===== src/rtl/array_command_sequencer.sv =====
// Host-side command sequencer for the PE array: FIFO-buffers host commands and issues them one at a time.
// Latency: 3 cycles minimum from FIFO pop to cmd_done (IDLE pop, ISSUE, WAIT with every PE ready).
// Backpressure: host_ready drops while the FIFO is full; the array throttles issue through pe_ready.
// Optional macro SEQ_TIMEOUT_EN adds a per-command wait limit and a sticky timeout_err flag.
module array_command_sequencer #(
  parameter int PRECISION        = 8,
  parameter int OUTPUT_PRECISION = 32,
  parameter int NUM_PE           = 16,
  parameter int FIFO_DEPTH       = 4,
  parameter int TIMEOUT_CYCLES   = 1024
) (
  input  logic                                 CLK,
  input  logic                                 reset_n,
  input  logic                                 host_valid,
  output logic                                 host_ready,
  input  logic [2:0]                           host_cmd,
  input  logic                                 host_image,
  input  logic [PRECISION-1:0]                 host_a,
  input  logic [PRECISION-1:0]                 host_b,
  input  logic [OUTPUT_PRECISION-1:0]          host_s,
  output logic [2:0]                           command_to_execute,
  output logic                                 image_to_shift,
  output logic [PRECISION-1:0]                 a_overwrite,
  output logic [PRECISION-1:0]                 b_overwrite,
  output logic [OUTPUT_PRECISION-1:0]          s_out_overwrite,
  output logic                                 ack,
  input  logic [NUM_PE-1:0]                    pe_ready,
  output logic                                 busy,
  output logic                                 cmd_done,
  output logic [$clog2(FIFO_DEPTH+1)-1:0]      fifo_count,
  output logic                                 timeout_err
);

  localparam int CW = $clog2(FIFO_DEPTH + 1);
  localparam int PW = $clog2(FIFO_DEPTH);

  // Pointer wrap relies on natural overflow, so the depth must be a power of two.
  if ((FIFO_DEPTH < 2) || ((FIFO_DEPTH & (FIFO_DEPTH - 1)) != 0)) begin : g_bad_depth
    $error("FIFO_DEPTH must be a power of two and at least 2");
  end
  if ((TIMEOUT_CYCLES < 1) || (TIMEOUT_CYCLES > 65535)) begin : g_bad_timeout
    $error("TIMEOUT_CYCLES must fit the 16-bit wait counter");
  end

  typedef struct packed {
    logic [2:0]                  cmd;
    logic                        image;
    logic [PRECISION-1:0]        a;
    logic [PRECISION-1:0]        b;
    logic [OUTPUT_PRECISION-1:0] s;
  } entry_t;

  typedef enum logic [2:0] {IDLE, ISSUE, WAIT, ACK, DRAIN} state_t;

  state_t        state, state_nxt;
  entry_t        mem [FIFO_DEPTH];
  entry_t        bus;
  logic [PW-1:0] wr_ptr, rd_ptr;
  logic [CW-1:0] count;
  logic          push, pop;
  logic          all_ready, any_ready;
  logic          tmo_hit;
  logic          timed_out;

  assign host_ready = (count != CW'(FIFO_DEPTH));
  assign push       = host_valid && host_ready;
  assign pop        = (state == IDLE) && (count != '0);
  assign all_ready  = &pe_ready;
  assign any_ready  = |pe_ready;
  assign busy       = (state != IDLE) || (count != '0);
  assign fifo_count = count;

  assign command_to_execute = bus.cmd;
  assign image_to_shift     = bus.image;
  assign a_overwrite        = bus.a;
  assign b_overwrite        = bus.b;
  assign s_out_overwrite    = bus.s;

  // FIFO storage: payload only, no reset needed since count gates every read
  always_ff @(posedge CLK) begin
    if (push) mem[wr_ptr] <= '{cmd: host_cmd, image: host_image, a: host_a, b: host_b, s: host_s};
  end

  // FIFO pointers and occupancy; a simultaneous push and pop leaves count unchanged
  always_ff @(posedge CLK or negedge reset_n) begin
    if (!reset_n) begin
      wr_ptr <= '0;
      rd_ptr <= '0;
      count  <= '0;
    end else begin
      if (push) wr_ptr <= wr_ptr + 1'b1;
      if (pop)  rd_ptr <= rd_ptr + 1'b1;
      case ({push, pop})
        2'b10:   count <= count + 1'b1;
        2'b01:   count <= count - 1'b1;
        default: count <= count;
      endcase
    end
  end

  // Command bus registers: load only on pop, otherwise hold the last issued command
  always_ff @(posedge CLK or negedge reset_n) begin
    if (!reset_n) bus <= '0;
    else if (pop) bus <= mem[rd_ptr];
  end

`ifdef SEQ_TIMEOUT_EN
  logic [15:0] wait_cnt;

  assign tmo_hit = (state == WAIT) && !all_ready && (wait_cnt == 16'(TIMEOUT_CYCLES - 1));

  // Wait counter restarts in ISSUE; timed_out marks the current ACK as a forced one
  always_ff @(posedge CLK or negedge reset_n) begin
    if (!reset_n) begin
      wait_cnt    <= '0;
      timed_out   <= 1'b0;
      timeout_err <= 1'b0;
    end else begin
      if (state == ISSUE) begin
        wait_cnt  <= '0;
        timed_out <= 1'b0;
      end else if (state == WAIT) begin
        wait_cnt <= wait_cnt + 1'b1;
      end
      if (tmo_hit) begin
        timed_out   <= 1'b1;
        timeout_err <= 1'b1;
      end
    end
  end
`else
  assign tmo_hit     = 1'b0;
  assign timed_out   = 1'b0;
  assign timeout_err = 1'b0;
`endif

  // State register
  always_ff @(posedge CLK or negedge reset_n) begin
    if (!reset_n) state <= IDLE;
    else          state <= state_nxt;
  end

  // Next-state and handshake outputs; ack is high whenever no command is being driven
  always_comb begin
    state_nxt = state;
    ack       = 1'b1;
    cmd_done  = 1'b0;
    case (state)
      IDLE:  if (count != '0) state_nxt = ISSUE;
      ISSUE: begin
        ack       = 1'b0;
        state_nxt = WAIT;
      end
      WAIT: begin
        ack = 1'b0;
        if (all_ready || tmo_hit) state_nxt = ACK;
      end
      ACK: begin
        cmd_done  = !timed_out;
        state_nxt = DRAIN;
      end
      DRAIN: if (!any_ready) state_nxt = IDLE;
      default: state_nxt = IDLE;
    endcase
  end

endmodule


===== config.mk =====
export PLATFORM = sky130hd
export DESIGN_NAME = array_command_sequencer
export DESIGN_NICKNAME = d
export VERILOG_FILES = /design/src/rtl/array_command_sequencer.sv
export SDC_FILE = /design/constraint.sdc
export NUM_CORES = 1
export LEC_CHECK = 0
export BUFFER_PORTS_ARGS = -buffer_cell sky130_fd_sc_hd__buf_2
export CORE_MARGIN = 3
export CORE_UTILIZATION = 48
export DETAILED_ROUTE_END_ITERATION = 8
export HOLD_SLACK_MARGIN = 0.03
export PLACE_DENSITY = 0.68
export SLEW_MARGIN = 15
export SYNTH_ARGS = -nofsm -noshare
export SYNTH_HDL_FRONTEND = slang
export SYNTH_SLANG_ARGS = --single-unit

===== constraint.sdc =====
create_clock -name CLK -period 2.9 [get_ports CLK]
set_clock_uncertainty 0.15 [all_clocks]
set_input_delay 0.29 -clock CLK [delete_from_list [all_inputs] [get_ports CLK]]
set_output_delay 0.29 -clock CLK [all_outputs]
set_load 0.01 [all_outputs]

==> tab_implementation.tex, run 1 <==
\begin{tabular}{lr}
\hline
Metric & Value \\
\hline
\multicolumn{2}{l}{\textbf{Clock network}} \\
Resize count post-CTS & 0 \\
Clock latency on the worst-skew pair & 0.52 ns \\
Clock tree root driver cell & sky130\_fd\_sc\_hd\_\_clkbuf\_16 \\
Number of CTS-inserted buffers & 28 \\
CTS tree & done \\
Worst-case clock buffer depth & 3 \\
CTS clock-pin slew for the worst setup and hold paths & 0.06 ns \\
H-tree depth reported by CTS & 1 \\
Sink Count & 270 \\
\multicolumn{2}{l}{\textbf{Floorplanning}} \\
Chip height & 152 µm \\
Core area & 20600 µm² \\
IO Count & 131 \\
Starting utilization of the core area & 49.6\% \\
Die width & 152 µm \\
Placement row count & 52 \\
Die area & 23000 µm² \\
\multicolumn{2}{l}{\textbf{Drt}} \\
Remaining antenna violation count & 0 \\
Iteration count of the initial detailed-routing pass & 4 \\
Via count & 5067 \\
Drt wl/cell & 20.4 µm \\
Final Routed Wirelength & 19.3 mm \\
First-iteration detailed-routing DRC count & 260 \\
Via-to-Cell Ratio & 5.36 \\
Number of remaining DRC errors & 0 \\
\multicolumn{2}{l}{\textbf{Layout}} \\
Area delta synth->final & 25.4\% \\
Design area & 12800 µm² \\
Ratio of cells with drive above 1 in the final layout & 43.5\% \\
Number of nets in the layout & 732 \\
Most frequent cells in the layout & sky130\_fd\_sc\_hd\_\_edfxtp\_1 (208), sky130\_fd\_sc\_hd\_\_buf\_2 (128), sky130\_fd\_sc\_hd\_\_dfrtp\_1 (60), sky130\_fd\_sc\_hd\_\_dlygate4sd3\_1 (60), sky130\_fd\_sc\_hd\_\_mux4\_2 (48) \\
Diode count & 0 \\
Sequential cell area & 7800 µm² \\
Total area of multi-input combinational cells & 2220 µm² \\
Most common cell after layout, fill and taps aside & sky130\_fd\_sc\_hd\_\_edfxtp\_1 \\
Number of inserted filler cells in the final layout & 1503 \\
\multicolumn{2}{l}{\textbf{Worst setup path}} \\
Critical Path Sink Type & flip-flop \\
Category of the most critical setup path & in2reg \\
Required time of the critical path & 3.16 ns \\
Logic depth of the worst register-to-register path & 9 \\
Critical path startpoint category & input pin \\
Critical Path AT & 2.77 ns \\
Max Fanout on Critical Path & 2 \\
\multicolumn{2}{l}{\textbf{Synthesis}} \\
Post-synthesis instance area & 10200 µm² \\
Average cell area after synthesis & 22.9 µm² \\
Commonest register cell after synthesis & sky130\_fd\_sc\_hd\_\_edfxtp\_1 \\
Unique cell type count in the Yosys netlist & 34 \\
Post-synthesis register bit count & 270 \\
Proportion of synthesized flip-flops having asynchronous set or reset & 23.0\% \\
Post-Synthesis Cells & 445 \\
Portion of the post-synthesis area used by sequential elements & 76.5\% \\
Number of enable flip-flop cells after synthesis & 208 \\
Warnings, synthesis & 0 \\
Syn Nets & 522 \\
\multicolumn{2}{l}{\textbf{Global route}} \\
Met3 demand-to-capacity share in global routing & 2.86\% \\
Busiest grt layer & met2 \\
Wire length of the first global-routing pass & 30.3 mm \\
Remaining global-route overflow & 0 \\
Grt met1 use & 23.0\% \\
GRT Total Usage & 17.2\% \\
Antenna violations before repair & 0 \\
Largest net degree at the start of global routing & 63 \\
Met2 routing resource usage after global routing & 29.0\% \\
Vias in the first global route & 5477 \\
\multicolumn{2}{l}{\textbf{Worst hold path}} \\
Class of the tightest hold or removal check & in2reg \\
Hold Path Stages & 4 \\
\multicolumn{2}{l}{\textbf{STA}} \\
Number of pins with negative max-slew slack in the final report & 0 \\
Final min period & 2.51 ns \\
Worst max-slew margin expressed relative to the limit & 36.8\% \\
Highest clock frequency the design can meet & 399 MHz \\
Tightest Pin Transition & 0.948 ns \\
Period utilization & 86.5\% \\
Sum Neg Setup Slack & 0 ns \\
Setup repair after global routing missed its margin & false \\
Final Hold Viols & 0 \\
Setup violation total in the final timing report & 0 \\
\multicolumn{2}{l}{\textbf{Pwr}} \\
Total power draw & 0.0139 W \\
Power Dens Cells & 1090 nW/µm² \\
VDD IR-drop max & 0.637 mV \\
Leakage power figure & 4.77 nW \\
\multicolumn{2}{l}{\textbf{Flow run}} \\
Count of max-cap constraint violations & 0 \\
\multicolumn{2}{l}{\textbf{Placed design}} \\
Routability cong. & 0.796 \\
PortBufs & 129 \\
Hpwl dp & 10.6 mm \\
Cell area reported after detailed placement & 11100 µm² \\
\multicolumn{2}{l}{\textbf{Status}} \\
Outcome & complete, no violations \\
\hline
\end{tabular}
-- path summary, 6_finish.rpt --
path | start | end | slack [ns]
worst max-delay path | pe_ready[8] | state[2] | 0.39
worst min-delay path | pe_ready[1] | state[0] | 0.06
worst max register to register | fifo_count[1] | fifo_count[2] | 0.51
worst min register to register | s_out_overwrite[4] | s_out_overwrite[4] | 0.35
max in group asynchronous | reset_n | rd_ptr[0] | 1.59
min in group asynchronous | reset_n | a_overwrite[0] | 0.32
-- worst max-delay path: stages --
cell and delay, ns:
sky130_fd_sc_hd__dlygate4sd3_1 0.54, sky130_fd_sc_hd__buf_2 0.13, sky130_fd_sc_hd__nor4_1 0.31, sky130_fd_sc_hd__dlygate4sd3_1 0.60, sky130_fd_sc_hd__nand4_1 0.07, sky130_fd_sc_hd__dlygate4sd3_1 0.58
sky130_fd_sc_hd__a31o_2 0.24
-- cell usage after synthesis, types with 3 or more instances --
master / number / area share (%)
sky130_fd_sc_hd__and3_1: 4 / 0.25
sky130_fd_sc_hd__buf_6: 10 / 1.1
sky130_fd_sc_hd__clkbuf_1: 5 / 0.18
sky130_fd_sc_hd__dfrtp_1: 62 / 15
sky130_fd_sc_hd__edfxtp_1: 208 / 61
sky130_fd_sc_hd__ha_1: 5 / 0.61
sky130_fd_sc_hd__inv_1: 7 / 0.26
sky130_fd_sc_hd__mux2_2: 33 / 3.6
sky130_fd_sc_hd__mux2_4: 20 / 2.9
sky130_fd_sc_hd__mux4_1: 4 / 1.0
sky130_fd_sc_hd__mux4_2: 48 / 11
sky130_fd_sc_hd__nand4_1: 3 / 0.18
sky130_fd_sc_hd__nor2_1: 3 / 0.11
sky130_fd_sc_hd__nor4_1: 4 / 0.25
sky130_fd_sc_hd__xnor2_1: 3 / 0.26
sky130_fd_sc_hd__xor2_1: 4 / 0.34
-- routing by layer --
metal / routed length [µm] / up-vias / part of all wire, %
li1: - / 2228 / -
met1: 7830 / 2635 / 41
met2: 9850 / 157 / 51
met3: 957 / 47 / 5.0
met4: 645 / 0 / 3.3
met5: 0 / - / 0
-- per-stage QoR --
step                      worst slack (ns)  utilization [%]  hold slack [ns]  instances
after detailed placement             0.521             54.2            0.343        835
after global routing                 0.295             62.2           0.0645        946
after global placement               0.601             54.2            0.336        835
after floorplan                      0.309                -           -0.156        445
after CTS                            0.502             62.2           0.0316        946
final                                0.391             62.2           0.0577        946
-- state kept, by name, indices dropped and copies added, names as in the netlist --
register	count
rd_ptr	2
state	3
b_overwrite	8
mem	208
command_to_execute	3
fifo_count	3
image_to_shift	1
wr_ptr	2
a_overwrite	8
s_out_overwrite	32
-- cell type report --
cell class	count	area share [%]
multi-input combinational	149	17.3
clock buffer	40	6.31
clock inverter	11	1.80
inverter	7	0.206
timing repair buffer	199	10.6
tap	270	2.64
sequential	270	61.0
-- power by group --
| part | switching [W] | internal, W |
|---|---|---|
| clock | 0.00139 | 0.00255 |
| sequential | 0.000562 | 0.00533 |
| combinational | 0.00185 | 0.00224 |
| total | 0.00380 | 0.0101 |
-- what timing repair did --
item                                    4_1_cts  5_1_grt
endpoints found under the hold margin       273        0
setup buffers                                 0        0
endpoints found under the setup margin        0        0
hold buffers                                 60        0
-- cells by family after synthesis --
kind of cell | Yosys count | share of synthesized area (%)
simple gates | 27 | 1.69
buf+inv | 26 | 1.89
compound gates | 2 | 0.160
fa+ha+maj | 6 | 0.810
xor+xnor | 7 | 0.601
other cells | 1 | 0.0368
flops | 270 | 76.5
mux | 106 | 18.3
(Power assumes the default switching activity.)
==> run 2: changes to the inputs <==
Settings changed: CORE_ASPECT_RATIO set to 0.7.
==> run 2 against run 1 <==
  * Wire length down 0.56%
  * Total power decreased by 3.6%
  * Sequential power about the same
  * First-iteration DRC count is 18% higher
  * Cell area decreased by 1.1%
  * Largest cell class unchanged
  * Hold slack gained 0.25 ns
  * Worst setup slack worse by 0.15 ns
  * Combinational power up 2%
  * Die area up 0.12%
==> tab_implementation.tex, run 2 (same netlist as run 1, synthesis figures left out) <==
\begin{tabular}{lr}
\hline
Metric & Value \\
\hline
\multicolumn{2}{l}{\textbf{Status}} \\
Outcome & complete, no violations \\
\multicolumn{2}{l}{\textbf{Drt}} \\
Final Routed Wirelength & 19.2 mm \\
Number of remaining DRC errors & 0 \\
Via count & 4996 \\
Remaining antenna violation count & 0 \\
Drt wl/cell & 20.4 µm \\
First-iteration detailed-routing DRC count & 306 \\
Via-to-Cell Ratio & 5.30 \\
Iteration count of the initial detailed-routing pass & 4 \\
\multicolumn{2}{l}{\textbf{STA}} \\
Highest clock frequency the design can meet & 376 MHz \\
Worst max-slew margin expressed relative to the limit & 38.7\% \\
Sum Neg Setup Slack & 0 ns \\
Final Hold Viols & 0 \\
Number of pins with negative max-slew slack in the final report & 0 \\
Final min period & 2.66 ns \\
Setup repair after global routing missed its margin & false \\
Period utilization & 91.8\% \\
Setup violation total in the final timing report & 0 \\
Tightest Pin Transition & 0.920 ns \\
\multicolumn{2}{l}{\textbf{Global route}} \\
Largest net degree at the start of global routing & 63 \\
Remaining global-route overflow & 0 \\
Vias in the first global route & 5387 \\
Antenna violations before repair & 0 \\
GRT Total Usage & 16.9\% \\
Wire length of the first global-routing pass & 30.5 mm \\
\multicolumn{2}{l}{\textbf{Pwr}} \\
Power Dens Cells & 1060 nW/µm² \\
VDD IR-drop max & 0.551 mV \\
Combinational share of power & 31.2\% \\
Clock network fraction of total power & 25.0\% \\
Leakage power figure & 4.70 nW \\
Cell-internal power & 0.00962 W \\
Total power draw & 0.0134 W \\
Switch share & 28.3\% \\
Fraction of power consumed by sequential logic & 43.8\% \\
Net switching power figure & 0.00379 W \\
\multicolumn{2}{l}{\textbf{Floorplanning}} \\
Die width & 180 µm \\
Die area & 23100 µm² \\
Core area & 20300 µm² \\
Chip height & 128 µm \\
Placement row count & 43 \\
Starting utilization of the core area & 50.1\% \\
IO Count & 131 \\
\multicolumn{2}{l}{\textbf{Layout}} \\
Most common cell after layout, fill and taps aside & sky130\_fd\_sc\_hd\_\_edfxtp\_1 \\
Ratio of cells with drive above 1 in the final layout & 42.9\% \\
Final core utilization & 62.2\% \\
Number of inserted filler cells in the final layout & 1430 \\
Sequential cell area & 7800 µm² \\
Most frequent cells in the layout & sky130\_fd\_sc\_hd\_\_edfxtp\_1 (208), sky130\_fd\_sc\_hd\_\_buf\_2 (128), sky130\_fd\_sc\_hd\_\_dlygate4sd3\_1 (61) \\
Largest register by flop count & mem \\
Flip-flop count of the largest register, all copies and words added & 208 \\
Area delta synth->final & 24.0\% \\
Number of nets in the layout & 730 \\
Diode count & 0 \\
Total area of multi-input combinational cells & 2220 µm² \\
\multicolumn{2}{l}{\textbf{Worst setup path}} \\
Biggest cell delay along the critical path & 0.56 ns \\
Max Fanout on Critical Path & 2 \\
Critical Path Most Common Cell & sky130\_fd\_sc\_hd\_\_dlygate4sd3\_1 \\
Required time of the critical path & 3.14 ns \\
Critical Path AT & 2.90 ns \\
Category of the most critical setup path & in2reg \\
Critical path startpoint category & input pin \\
Cell chain of the critical path & dlygate4sd3\_1, buf\_2, nand3\_1, dlygate4sd3\_1, nor3\_1, dlygate4sd3\_1, a21o\_1, dlygate4sd3\_1 \\
Setup crit start & pe\_ready[12] \\
Beginning of the worst register-to-register path & fifo\_count[1] \\
Bufs and invs on worst path & 5 \\
Instance count on the critical path & 8 \\
Critical Path Sink Type & flip-flop \\
Logic depth of the worst register-to-register path & 9 \\
Cell at the slowest stage of the critical path & sky130\_fd\_sc\_hd\_\_dlygate4sd3\_1 \\
CP delay by family, top & buffers and inverters \\
\multicolumn{2}{l}{\textbf{Flow run}} \\
Count of max-cap constraint violations & 0 \\
\multicolumn{2}{l}{\textbf{Placed design}} \\
Hpwl dp & 10.9 mm \\
PortBufs & 129 \\
Routability cong. & 0.751 \\
\multicolumn{2}{l}{\textbf{Clock network}} \\
Sink Count & 270 \\
CTS clock-pin slew for the worst setup and hold paths & 0.06 ns \\
H-tree depth reported by CTS & 1 \\
Clock tree root driver cell & sky130\_fd\_sc\_hd\_\_clkbuf\_16 \\
CTS tree & done \\
Clock latency on the worst-skew pair & 0.52 ns \\
Number of CTS-inserted buffers & 25 \\
Worst-case clock buffer depth & 3 \\
\multicolumn{2}{l}{\textbf{Worst hold path}} \\
Class of the tightest hold or removal check & in2async \\
\hline
\end{tabular}
==> run 2: final timing paths <==
check / to / slack [ns]
max: state[0] / 0.24
min: s_out_overwrite[21] / 0.30
max reg2reg: fifo_count[2] / 0.49
min reg2reg: s_out_overwrite[1] / 0.36
max in group asynchronous: rd_ptr[0] / 1.61
min in group CLK: s_out_overwrite[1] / 0.36
==> run 2: final cells by class <==
cell class,instances,area share [%]
clock buffers,33,5.42
clock inverters,13,1.31
inverters,7,0.208
multi-input cells,149,17.5
flip-flops and latches,270,61.7
well taps,270,2.67
repair buffers,200,11.1
==> run 2: power by group through the flow <==
| stage | Clock [W] | Combinational (W) | Sequential (W) |
|---|---|---|---|
| 2_1_floorplan | 0 | 0.00296 | 0.00590 |
| 3_5_place_dp | 0 | 0.00418 | 0.00595 |
| 4_1_cts | 0.00342 | 0.00427 | 0.00589 |
| 6_report | 0.00335 | 0.00418 | 0.00587 |
| 3_3_place_gp | 0 | 0.00410 | 0.00589 |
| 5_1_grt | 0.00361 | 0.00452 | 0.00599 |
==> run 2: repair_timing <==
action / 4_1_cts / 5_1_grt
buffers inserted: 0 / 0
hold endpoints to repair: 273 / 0
hold buffers: 61 / 0
gates resized for setup: 0 / 0
==> run 2: worst reg2reg max path, stage by stage (launching register included) <==
cell and delay, ns:
sky130_fd_sc_hd__dfrtp_1 0.40, sky130_fd_sc_hd__or3b_1 0.47, sky130_fd_sc_hd__and2_4 0.21, sky130_fd_sc_hd__inv_1 0.05, sky130_fd_sc_hd__ha_1 0.19, sky130_fd_sc_hd__inv_1 0.07, sky130_fd_sc_hd__fa_1 0.37, sky130_fd_sc_hd__xor2_1 0.16
sky130_fd_sc_hd__nor2_1 0.12, sky130_fd_sc_hd__xor2_1 0.15
==> run 2: per-stage QoR <==
stage	instances	hold WS, ns	cell area [µm²]	worst slack, ns
floorplan	445	-0.156	10200	0.309
global placement	835	0.334	11200	0.604
detailed placement	835	0.341	11200	0.512
CTS	942	0.340	12600	0.328
global route	942	0.365	12600	0.151
finish	942	0.304	12600	0.237
==> run 2: per-layer routing <==
layer  track usage [%]  up-vias  routed length (µm)
met1              23.1     2622                8360
met4              3.61        0                 398
met3              3.46       32                 870
met2              28.9      115                9550
li1                  -     2227                   -
met5                 0        -                   0
